`config.mk`:
```
export PLATFORM = sky130hd
export DESIGN_NAME = noc_out_port
export DESIGN_NICKNAME = d
export VERILOG_FILES = /design/src/rtl/noc_out_port.sv
export SDC_FILE = /design/constraint.sdc
export NUM_CORES = 1
export LEC_CHECK = 0
export ABC_AREA = 1
export CAP_MARGIN = 15
export CORE_MARGIN = 2
export CORE_UTILIZATION = 35
export DETAILED_ROUTE_END_ITERATION = 8
export DONT_BUFFER_PORTS = 1
export MAX_ROUTING_LAYER = met4
export PLACE_DENSITY = 0.48
export SLEW_MARGIN = 20
export SYNTH_ARGS = -nofsm -noshare
export SYNTH_HDL_FRONTEND = slang
export SYNTH_SLANG_ARGS = --single-unit
```
`constraint.sdc`:
```
create_clock -name clk -period 5.5 [get_ports clk]
set_input_delay 0.825 -clock clk [delete_from_list [all_inputs] [get_ports clk]]
set_output_delay 0.825 -clock clk [all_outputs]
set_load 0.02 [all_outputs]
```
`src/rtl/noc_out_port.sv`:
```
// noc_out_port: arbiter-driven output port, one-hot grant select into a small FIFO feeding a valid/ready link.
// Optional per-input forwarded-flit counters are built when NOC_OUT_STATS_EN is defined.
module noc_out_port #(
  parameter int FLIT_W = 32,
  parameter int FIFO_DEPTH = 4,
  parameter logic [4:0] SELF_MASK = 5'b00000,
  parameter int CNT_W = 16
) (
  input  logic                            clk,
  input  logic                            rst,
  input  logic [4:0]                      turn_i,
  input  logic [4:0]                      in_valid_i,
  input  logic [5*FLIT_W-1:0]             in_data_i,
  output logic [4:0]                      in_ready_o,
  output logic                            out_valid_o,
  output logic [FLIT_W-1:0]               out_data_o,
  input  logic                            out_ready_i,
  output logic [$clog2(FIFO_DEPTH):0]     fifo_cnt_o,
  output logic                            turn_err_o,
  output logic [5*CNT_W-1:0]              stat_cnt_o
);
  localparam int AW = $clog2(FIFO_DEPTH);
  localparam int CW = AW + 1;
  logic [4:0] masked, gnt;
  logic full, push, pop, multi;
  logic [FLIT_W-1:0] push_data;
  logic [FLIT_W-1:0] mem_q [FIFO_DEPTH];
  logic [AW-1:0] wr_q, wr_d, rd_q, rd_d;
  logic [CW-1:0] cnt_q, cnt_d;
  logic err_q, err_d;
  always_comb begin
    masked = turn_i & ~SELF_MASK;
    gnt = (masked != 5'd0 && (masked & (masked - 5'd1)) == 5'd0) ? masked : 5'd0;
    multi = (turn_i & (turn_i - 5'd1)) != 5'd0;
    full = cnt_q == CW'(FIFO_DEPTH);
    in_ready_o = full ? 5'd0 : gnt;
    push = |(in_valid_i & in_ready_o);
    pop = out_valid_o & out_ready_i;
    push_data = '0;
    for (int k = 0; k < 5; k++)
      push_data = push_data | (in_data_i[k*FLIT_W +: FLIT_W] & {FLIT_W{gnt[k]}});
    wr_d = push ? wr_q + 1'b1 : wr_q;
    rd_d = pop ? rd_q + 1'b1 : rd_q;
    cnt_d = cnt_q + CW'(push) - CW'(pop);
    err_d = err_q | multi;
  end
  always_ff @(posedge clk or negedge rst) begin
    if (!rst) begin
      wr_q <= '0;
      rd_q <= '0;
      cnt_q <= '0;
      err_q <= 1'b0;
      for (int i = 0; i < FIFO_DEPTH; i++) mem_q[i] <= '0;
    end else begin
      wr_q <= wr_d;
      rd_q <= rd_d;
      cnt_q <= cnt_d;
      err_q <= err_d;
      if (push) mem_q[wr_q] <= push_data;
    end
  end
  assign out_valid_o = cnt_q != '0;
  assign out_data_o = mem_q[rd_q];
  assign fifo_cnt_o = cnt_q;
  assign turn_err_o = err_q;
`ifdef NOC_OUT_STATS_EN
  // Saturating counters: stop at all-ones rather than wrapping.
  for (genvar k = 0; k < 5; k++) begin : g_stat
    logic [CNT_W-1:0] stat_q;
    always_ff @(posedge clk or negedge rst) begin
      if (!rst) stat_q <= '0;
      else if (push && gnt[k] && stat_q != '1) stat_q <= stat_q + 1'b1;
    end
    assign stat_cnt_o[k*CNT_W +: CNT_W] = stat_q;
  end
`else
  assign stat_cnt_o = '0;
`endif
endmodule

```
After elaboration in Yosys (flattened, before gate mapping)
Cells that the tools add are included.
{"block": "word_totals", "ff_bits": 136, "in_bits": 173, "out_inout_bits": 122, "elab_cells": 47}
{"block": "classes", "addsub": 5, "n_lt_le_gt_ge": 3, "n_eq_ne": 1, "muxes": 8, "bitwise_logic": 15, "n_reduce_logical": 7}
{"cell": "$and A32 B32 Y32", "n": 5}
{"cell": "$bwmux W128", "n": 1}
{"cell": "$or A32 B32 Y32", "n": 4}
{"cell": "$mux W32", "n": 3}
{"cell": "$bmux W32 S2", "n": 1}
{"cell": "$demux W32 S2", "n": 1}
{"cell": "$and A5 B5 Y5", "n": 2}
{"cell": "$mux W5", "n": 2}
{"cell": "$reduce_bool A5 Y1", "n": 2}
{"cell": "$ge A3 B3 Y1 const B", "n": 2}
{"cell": "$not A2 Y3", "n": 2}
{"cell": "$logic_not A5 Y1", "n": 1}
{"cell": "$reduce_or A5 Y1", "n": 1}
{"cell": "$sub A5 B1 Y5 const B", "n": 1}
{"cell": "$add A2 B1 Y2 const B", "n": 2}
{"cell": "$add A3 B1 Y3", "n": 1}
{"cell": "$eq A3 B3 Y1 const B", "n": 1}
{"cell": "$lt A3 B1 Y1 const B", "n": 1}
{"cell": "$reduce_bool A3 Y1", "n": 1}
{"cell": "$sub A3 B1 Y3", "n": 1}
{"cell": "$logic_and A1 B1 Y1", "n": 2}
{"cell": "$and A1 B1 Y1", "n": 1}
{"cell": "$or A1 B1 Y1", "n": 1}

Logic depth before layout (Yosys ltp)
Gate-level depths: netlist (run 1).
{"block": "logic_depth", "ltp_word": 11, "ltp_mapped": 13, "depth_no_buf": 13}

Worst setup path after synthesis (run 1)
No wires, ideal clock.
{"block": "synth_timing", "kind": "input to register", "startpoint": "in turn_i[1]", "endpoint": "reg cnt_q[2] (netlist: fifo_cnt_o[2])", "setup_time_ns": 0.122, "arrival_time_ns": 2.722, "t_required_ns": 5.378, "path_slack_ns": 2.656, "stages": 12, "path_buffers": 0, "path_cell_list": "nor2_4 -> nand4_2 -> nor2_2 -> nand2_2 -> nand3_4 -> nor2_1 -> ha_1 -> inv_1 -> ha_1 -> inv_1 -> fa_1 -> xor2_1"}
{"block": "synth_via", "elab_chain_cells": 10, "word_cells_on_any_way": 11, "cone_classes": "add/sub: 3; mux: 2; bitwise: 2; reduce/logical: 4"}
{"item": "start, declared", "line": "11", "text": "input logic [4:0] turn_i,"}
{"item": "$sub A5 B1 Y5", "line": "33", "text": "gnt = (masked != 5'd0 && (masked & (masked - 5'd1)) == 5'd0) ? masked : 5'd0;"}
{"item": "$and A5 B5 Y5", "line": "33"}
{"item": "$logic_not A5 Y1", "line": "33"}
{"item": "$logic_and A1 B1 Y1 *", "line": "33"}
{"item": "$mux W5 *", "line": "33"}
{"item": "$mux W5 *", "line": "36", "text": "in_ready_o = full ? 5'd0 : gnt;"}
{"item": "via in_ready_o[2]", "line": "14", "text": "output logic [4:0] in_ready_o,"}
{"item": "$and A5 B5 Y5 *", "line": "37", "text": "push = |(in_valid_i & in_ready_o);"}
{"item": "$reduce_or A5 Y1 *", "line": "37"}
{"item": "$add A3 B1 Y3 *", "line": "44", "text": "cnt_d = cnt_q + CW'(push) - CW'(pop);"}
{"item": "$sub A3 B1 Y3 *", "line": "44"}
{"item": "via cnt_d[2]", "line": "29", "text": "logic [CW-1:0] cnt_q, cnt_d;"}
{"item": "end signal, assigned", "line": "57", "text": "cnt_q <= cnt_d;"}
{"item": "end, declared", "line": "29"}
The timed path passes the listed nets; every way through them passes the cells marked *.
A chain may end at the register's enable or synchronous reset.

Final worst setup path (run 1)
{"block": "layout_timing", "startpoint": "in turn_i[2]", "endpoint": "reg mem_q[8] (netlist name)"}
{"block": "layout_via", "word_cells_on_any_way": 19, "cone_classes": "add/sub: 1; mux: 3; bitwise: 11; reduce/logical: 4"}
{"item": "$sub A5 B1 Y5", "line": "33"}
{"item": "$and A5 B5 Y5", "line": "33"}
{"item": "$logic_not A5 Y1", "line": "33"}
{"item": "$logic_and A1 B1 Y1 *", "line": "33"}
{"item": "$mux W5 *", "line": "33"}
{"item": "$mux W5 *", "line": "36"}
{"item": "via in_ready_o[0]", "line": "14"}
{"item": "$and A5 B5 Y5 *", "line": "37"}
{"item": "$reduce_or A5 Y1 *", "line": "37"}
{"item": "end signal, assigned by index", "line": "59", "text": "if (push) mem_q[wr_q] <= push_data;"}
{"item": "end, declared", "line": "27", "text": "logic [FLIT_W-1:0] mem_q [FIFO_DEPTH];"}
Marked as above.

==> flow_summary.toml, run 1 <==
[clock_tree]
cts_made_buffers = 17
cts.clk_slew.worst_paths_ps = 60
htreeDepth = 4
cts.sinks = 136
cts_resized = 0
clk_latency_ps = 430
root_buffer = "clkbuf_16"
cts.path.max_buffers = 2
cts_tree = "yes"
hold_buffers = 0
post_cts.repair.setup_buffers = 0

[layout]
area_growth_syn_to_layout_pct = 6.05
final_common_cell = "nand2_1"
final_cell_mix = "301 x nand2_1, 160 x nand3_1, 135 x dfrtp_1"
drive_gt1_share_pct = 6.08
fill_cells = 2519
final_nets = 1302

[logic_synthesis]
yosysTopAreaCell = "dfrtp_1"
ys_types = 29
post_synth.cell_area_avg_um2 = 7.16
netlist.area_leader.share_pct = 40.6
synthTopCellsByArea = "dfrtp_1 41%, nand2_1 13%, nand3_1 9.5%"
ys_seq_elements = 136
yosysWarningCount = 0
syn_inst = 1172
yosysSeqAreaShare_pct = 40.6
syn_area_um2 = 8390

[setup_path]
worstPathRequired_ps = 5860
reg2reg_depth = 11
crit_family = "simple AND/OR/NAND/NOR gates"
crit_buf_inv = 2
reg2reg_to = "mem_q[8]$_DFFE_PN0P_"
critPathMaxFanout = 95
worstSetupPathType = "primary input to flip-flop"
max_stage_delay_ps = 720
cp_slowest_cell = "nand2_4"
rr_startpoint = "fifo_cnt_o[1]$_DFF_PN0_"
critPathArrivalTime_ps = 3550
critPathLaunchType = "primary input"
crit_path_cell_trace = "nor2_4, nand4_4, nor2_2, nand2_1, nand2_4, inv_1, nand2_4, buf_4, nand3_1, nand2_1"
end_kind = "flip-flop"
reg2reg_slack_ps = 2480

[die]
ios = 295
die_w_um = 159
initial_core_util_pct = 35.7
fp.dieH_um = 159
rows = 56
core_um2 = 23500
dieArea_um2 = 25200

[power_and_ir_drop]
vdd_drop_max_v = 0.000238
seq_power_share_pct = 31.5
powerDensity_nw_per_um2 = 474
swShare_pct = 41.7
pwr-share-comb_pct = 37.1
internal_power_uw = 2460
p_leak_uw = 0.00483
clockPowerShare_pct = 31.4
totalPowerFinal_uw = 4210
power_switching_uw = 1760

[global_route]
grtUsageTotal_pct = 23.0
grt_max_degree = 137
antenna_found_initial = 2
grt_pass1_wl_um = 43400
grt_pass1_vias = 7148
overflow = 0

[sta]
final_hold_viol_count = 0
slew_headroom_pct = 29.1
setup_viol = 0
worst_slew_pin_slew_ps = 1060
finalCritPeriodShare_pct = 57.9
skew_ps = 12.9
fin_setup_tns_ps = 0
period_minus_slack_ps = 3190
rsz0062_at_grt = "no"
slew_viol_final = 0
fmax_mhz = 314

[drt]
vias_per_cell = 4.98
wl_um = 28300
wl_per_cell_um = 19.4
firstDrtPassIters = 5
postRouteAntennaNets = 0
drc = 0
drt_iter0_drc = 547
vias = 7253

[place]
place_congestion = 0.840
place.port_buffers = 0
detailed_place_hpwl_um = 18800

[worst_hold_path]
hp-class = "primary input to async pin"

[run_status]
outcome = "complete, no violations"

[run]
cap_violations = 0
-- synthesized netlist by cell type (all sizes together) --
cell	count
o21ai	65
o21bai	4
dfrtp	136
nand2	306
o22ai	32
clkbuf	42
fa	1
nand4	5
conb	1
nor2	142
buf	112
a211o	1
ha	6
xor2	3
a21oi	65
inv	90
nand3	161
-- routing by layer --
metal | GRT usage (%) | routed length [um]
met1 | 29.5 | 12900
met2 | 38.4 | 13900
met3 | 3.40 | 1210
met4 | 5.80 | 251
met5 | - | 0
-- power groups by stage --
stage	clock, uW	combinational (uW)	sequential, uW
floorplan	0	1200	1320
global placement	0	1590	1340
detailed placement	0	1590	1340
CTS	1340	1590	1330
global route	1390	1710	1350
finish	1320	1560	1330
-- logic make-up after synthesis --
logic type / share of synthesized area [%]
xor+xnor: 0.313
other cells: 0.0447
simple gates: 31.4
flops: 40.6
fa+ha+maj: 1.13
buf+inv: 15.7
compound gates: 10.8
-- worst max-delay path by stage --
stage                        start                      end  slack (ps)  depth (start not counted)
4_1_cts        rd_q[0]$_DFFE_PN0P_            out_data_o[3]        2300                          4
5_1_grt                  turn_i[2]    mem_q[72]$_DFFE_PN0P_        2120                         10
3_5_place_dp             turn_i[2]    mem_q[10]$_DFFE_PN0P_        1930                         10
6_report                 turn_i[2]     mem_q[8]$_DFFE_PN0P_        2310                         10
3_3_place_gp             turn_i[2]    mem_q[74]$_DFFE_PN0P_        1970                         10
2_1_floorplan            turn_i[1]  fifo_cnt_o[2]$_DFF_PN0_        2660                         12
-- state kept, by name, indices dropped and copies added (netlist names) --
name and flops:
turn_err_o 1, wr_q 2, rd_q 2, fifo_cnt_o 3, mem_q 128
-- metrics by stage --
stage          hold WS (ps)  utilization, %  cells  setup WS (ps)  cell area, um2
2_1_floorplan           437               -   1251           2660            8690
4_1_cts                86.4            37.9   1454           2300            8890
3_5_place_dp            453            35.0   1422           1930            8210
5_1_grt                75.0            37.9   1456           2120            8900
3_3_place_gp            449            35.0   1422           1970            8210
6_report               99.3            37.9   1456           2310            8900
-- cell type report --
class                   instances  area, um2  share of cell area [%]
clock buffers                  20        467                    5.24
repair buffers                  6       57.6                   0.647
multi-input cells             871       4010                    45.0
clock inverters                12        220                    2.47
inverters                      90        338                    3.80
flip-flops and latches        136       3400                    38.3
diodes                          2       5.00                  0.0562
well taps                     319        399                    4.49
Power figures use the tool's default switching activity.
==> inputs of run 2 (changes only) <==
--- a/config.mk
+++ b/config.mk
@@ -12,7 +12,7 @@
 export DETAILED_ROUTE_END_ITERATION = 8
 export DONT_BUFFER_PORTS = 1
 export MAX_ROUTING_LAYER = met4
-export PLACE_DENSITY = 0.48
+export PLACE_DENSITY = 0.5
 export SLEW_MARGIN = 20
 export SYNTH_ARGS = -nofsm -noshare
 export SYNTH_HDL_FRONTEND = slang
==> constraint.sdc (replaced) <==
create_clock -name clk -period 2.8 [get_ports clk]
set_input_delay 0.42 -clock clk [delete_from_list [all_inputs] [get_ports clk]]
set_output_delay 0.42 -clock clk [all_outputs]
set_load 0.02 [all_outputs]
==> flow_summary.toml, run 2 (same netlist as run 1, synthesis figures left out) <==
[drt]
vias = 7385
drc = 0
wl_per_cell_um = 18.5
wl_um = 28000
route.met2.wl_um = 13500
postRouteAntennaNets = 0
met3_wirelength_um = 1180
firstDrtPassIters = 5
drt_iter0_drc = 599
met1_length_um = 13100
routed.top_layer = "met4"
vias_per_cell = 4.88

[sta]
slew_viol_final = 0
setup_viol = 0
rsz0062_at_grt = "no"
skew_ps = 5.30
fmax_mhz = 398
final_hold_viol_count = 136
worst_slew_pin_slew_ps = 602
finalCritPeriodShare_pct = 89.8
fin_setup_tns_ps = 0
period_minus_slack_ps = 2520
worst_hold_slack_ps = -306
slew_headroom_pct = 59.8

[setup_path]
reg2reg_slack_ps = 280
critPathLaunchType = "flip-flop"
rr_startpoint = "fifo_cnt_o[2]$_DFF_PN0_"
critPathMaxFanout = 5
end_kind = "flip-flop"
critPathArrivalTime_ps = 2820
reg2reg_to = "fifo_cnt_o[2]$_DFF_PN0_"
worstPathRequired_ps = 3110
reg2reg_depth = 12
worstSetupPathType = "flip-flop to flip-flop"

[clock_tree]
cts_tree = "yes"
cts_resized = 0
htreeDepth = 4
cts.clk_slew.worst_paths_ps = 60
post_cts.repair.setup_buffers = 0
cts.sinks = 136
clk_latency_ps = 420
root_buffer = "clkbuf_16"
cts_made_buffers = 17
cts.path.max_buffers = 2

[die]
rows = 56
core_um2 = 23500
dieArea_um2 = 25200
fp.dieH_um = 159
die_w_um = 159
initial_core_util_pct = 35.7
ios = 295

[power_and_ir_drop]
swShare_pct = 40.6
power_switching_uw = 3570
internal_power_uw = 5220
p_leak_uw = 0.00513
vdd_drop_max_v = 0.000379
clockPowerShare_pct = 29.4
seq_power_share_pct = 29.3
powerDensity_nw_per_um2 = 945
pwr-share-comb_pct = 41.3

[run_status]
violations = "hold timing"
outcome = "finished with violations"

[layout]
final_nets = 1360
largest_reg_flops = 128
fin_util_pct = 39.6
largest-register = "mem_q"
area_growth_syn_to_layout_pct = 10.8
drive_gt1_share_pct = 10.3
final_cell_mix = "301 x nand2_1, 160 x nand3_1, 135 x dfrtp_1"
final_cells = 1513
final_common_cell = "nand2_1"

[global_route]
antenna_found_initial = 1
grtUsageTotal_pct = 22.9
grt_pass1_wl_um = 43600
overflow = 0
grt_pass1_vias = 7344
grt_max_degree = 137

[place]
place_congestion = 0.876
place_inst = 1480
detailed_place_hpwl_um = 18600
place.port_buffers = 0

[run]
cap_violations = 0

[worst_hold_path]
hp-class = "primary input to async pin"
## run 2: cell types whose count changed in the layout (fill, tap and decap cells not counted), moves of 2 or more
| cell | change |
|---|---|
| o21bai_4 | -4 |
| ha_2 | -4 |
| clkinvlp_4 | -2 |
| o21bai_2 | +4 |
| ha_1 | +4 |
| clkbuf_8 | +2 |
| buf_4 | +57 |
## run 2: final cells by class
cell class / instances / area, um2
clock buffer: 22 / 494
timing repair buffer: 64 / 505
sequential: 136 / 3400
tap: 319 / 399
clock inverter: 10 / 188
fill: 2548 / 14200
inverter: 90 / 338
antenna: 1 / 2.50
multi-input combinational: 871 / 3970
## run 2: how the worst max path moves through the flow
stage,startpoint,depth (start not counted),end
after detailed placement,fifo_cnt_o[2]$_DFF_PN0_,12,fifo_cnt_o[2]$_DFF_PN0_
after global routing,fifo_cnt_o[2]$_DFF_PN0_,12,fifo_cnt_o[2]$_DFF_PN0_
after floorplan,fifo_cnt_o[1]$_DFF_PN0_,13,fifo_cnt_o[2]$_DFF_PN0_
after CTS,fifo_cnt_o[2]$_DFF_PN0_,12,fifo_cnt_o[2]$_DFF_PN0_
after global placement,fifo_cnt_o[2]$_DFF_PN0_,12,fifo_cnt_o[2]$_DFF_PN0_
final,fifo_cnt_o[2]$_DFF_PN0_,12,fifo_cnt_o[2]$_DFF_PN0_
## run 2: through the flow
stage	total power (uW)	setup WS, ps	cell area (um2)
finish	8790	284	9300
global route	9310	157	9300
CTS	8860	304	9300
detailed placement	6260	310	8610
global placement	6250	367	8610
floorplan	4950	328	8690
## run 2: power groups by stage
| stage | clock network, uW | registers [uW] | logic, uW |
|---|---|---|---|
| 5_1_grt | 2710 | 2630 | 3980 |
| 3_5_place_dp | 0 | 2600 | 3660 |
| 4_1_cts | 2630 | 2580 | 3660 |
| 3_3_place_gp | 0 | 2600 | 3650 |
| 2_1_floorplan | 0 | 2590 | 2370 |
| 6_report | 2580 | 2580 | 3630 |
## run 2: critical path, stage by stage (launching register included)
cell and delay [ps]:
dfrtp_1 490, nand2_1 150, nor2_4 230, nor2_2 80, nand2_2 90, nand3_4 110
nor2_1 210, ha_1 270, inv_1 60, ha_1 130, inv_1 50, fa_1 370
xor2_1 170
## run 2: routing by layer
metal	vias up	GRT usage [%]
li1	3609	-
met3	17	3.24
met5	-	-
met4	0	5.46
met1	3514	30.8
met2	245	36.7
==> inputs of run 3 (changes only) <==
--- a/config.mk
+++ b/config.mk
@@ -9,9 +9,9 @@
 export CAP_MARGIN = 15
 export CORE_MARGIN = 2
 export CORE_UTILIZATION = 35
+export CTS_CLUSTER_SIZE = 16
 export DETAILED_ROUTE_END_ITERATION = 8
 export DONT_BUFFER_PORTS = 1
-export MAX_ROUTING_LAYER = met4
 export PLACE_DENSITY = 0.5
 export SLEW_MARGIN = 20
 export SYNTH_ARGS = -nofsm -noshare
==> flow_summary.toml, run 3 (same netlist as run 1, synthesis figures left out) <==
[clock_tree]
cts.clk_slew.worst_paths_ps = 60
post_cts.repair.setup_buffers = 0
cts_tree = "yes"
cts_made_buffers = 17
root_buffer = "clkbuf_16"
clk_latency_ps = 420
htreeDepth = 4
cts.path.max_buffers = 2
cts_resized = 0
cts.sinks = 136

[sta]
fmax_mhz = 398
rsz0062_at_grt = "no"
setup_viol = 0
period_minus_slack_ps = 2510
skew_ps = 6.71
slew_viol_final = 0
worst_slew_pin_slew_ps = 617
fin_setup_tns_ps = 0
finalCritPeriodShare_pct = 89.8
worst_hold_slack_ps = -308
slew_headroom_pct = 58.9
final_hold_viol_count = 136

[layout]
drive_gt1_share_pct = 10.3
largest_reg_flops = 128
largest-register = "mem_q"
final_common_cell = "nand2_1"
fin_util_pct = 39.6
final_cell_mix = "301 x nand2_1, 160 x nand3_1, 135 x dfrtp_1"
final_cells = 1513
area_growth_syn_to_layout_pct = 10.8
final_nets = 1360

[die]
die_w_um = 159
dieArea_um2 = 25200
initial_core_util_pct = 35.7
core_um2 = 23500
rows = 56
ios = 295
fp.dieH_um = 159

[drt]
vias = 7402
postRouteAntennaNets = 0
drt_iter0_drc = 667
vias_per_cell = 4.89
firstDrtPassIters = 5
wl_per_cell_um = 18.6
wl_um = 28200
drc = 0

[worst_hold_path]
hp-class = "primary input to async pin"

[setup_path]
reg2reg_to = "fifo_cnt_o[2]$_DFF_PN0_"
critPathArrivalTime_ps = 2820
worstPathRequired_ps = 3110
critPathLaunchType = "flip-flop"
reg2reg_depth = 12
worstSetupPathType = "flip-flop to flip-flop"
rr_startpoint = "fifo_cnt_o[2]$_DFF_PN0_"
end_kind = "flip-flop"
critPathMaxFanout = 5
reg2reg_slack_ps = 290

[global_route]
grtUsageTotal_pct = 22.2
antenna_found_initial = 1
grt_max_degree = 137
overflow = 0
grt_pass1_vias = 7346
grt_pass1_wl_um = 43500

[place]
place_congestion = 0.862
detailed_place_hpwl_um = 18600
place_inst = 1480
place.port_buffers = 0

[power_and_ir_drop]
powerDensity_nw_per_um2 = 945
vdd_drop_max_v = 0.000381
p_leak_uw = 0.00513

[run]
cap_violations = 0

[run_status]
outcome = "finished with violations"
violations = "hold timing"
## run 3: cell counts in the layout (fill, tap and decap cells not counted)
No cell type changed its count.
## run 3: how the worst max path moves through the flow
stage / from / end / slack [ps] / depth (start not counted)
after global placement: fifo_cnt_o[2]$_DFF_PN0_ / fifo_cnt_o[2]$_DFF_PN0_ / 370 / 12
after floorplan: fifo_cnt_o[1]$_DFF_PN0_ / fifo_cnt_o[2]$_DFF_PN0_ / 330 / 13
after global routing: fifo_cnt_o[2]$_DFF_PN0_ / fifo_cnt_o[2]$_DFF_PN0_ / 160 / 12
after detailed placement: fifo_cnt_o[2]$_DFF_PN0_ / fifo_cnt_o[2]$_DFF_PN0_ / 310 / 12
after CTS: fifo_cnt_o[2]$_DFF_PN0_ / fifo_cnt_o[2]$_DFF_PN0_ / 300 / 12
final: fifo_cnt_o[2]$_DFF_PN0_ / fifo_cnt_o[2]$_DFF_PN0_ / 290 / 12
## run 3: report_power, final
group | leakage [uW] | internal (uW) | switching (uW)
Sequential | 0.00186 | 2360 | 218
Combinational | 0.00294 | 1160 | 2460
Clock | 0.000329 | 1700 | 883
## run 3: routing by layer
metal,up-vias,track usage [%],wire (um)
met5,-,0,0
met2,261,36.7,13400
met3,19,3.40,1330
met1,3514,30.6,13100
met4,0,5.46,343
li1,3608,-,-
## run 3: final cells by class
cell class / count / area, um2
clock buffer: 22 / 494
inverter: 90 / 338
sequential: 136 / 3400
tap: 319 / 399
fill: 2548 / 14200
clock inverter: 10 / 188
antenna: 1 / 2.50
multi-input combinational: 871 / 3970
timing repair buffer: 64 / 505
## run 3: metrics by stage
step / cell area, um2 / hold slack (ps) / worst slack, ps / total power (uW)
4_1_cts: 9300 / -329 / 304 / 8860
5_1_grt: 9300 / -328 / 157 / 9310
3_3_place_gp: 8610 / 132 / 367 / 6250
6_report: 9300 / -308 / 286 / 8790
3_5_place_dp: 8610 / 133 / 310 / 6260
2_1_floorplan: 8690 / 124 / 328 / 4950
## run 3: worst max-delay path: stages (launching register included)
cell and delay [ps]:
dfrtp_1 490, nand2_1 150, nor2_4 230, nor2_2 80
nand2_2 90, nand3_4 110, nor2_1 210, ha_1 270
inv_1 60, ha_1 130, inv_1 50, fa_1 370
xor2_1 170
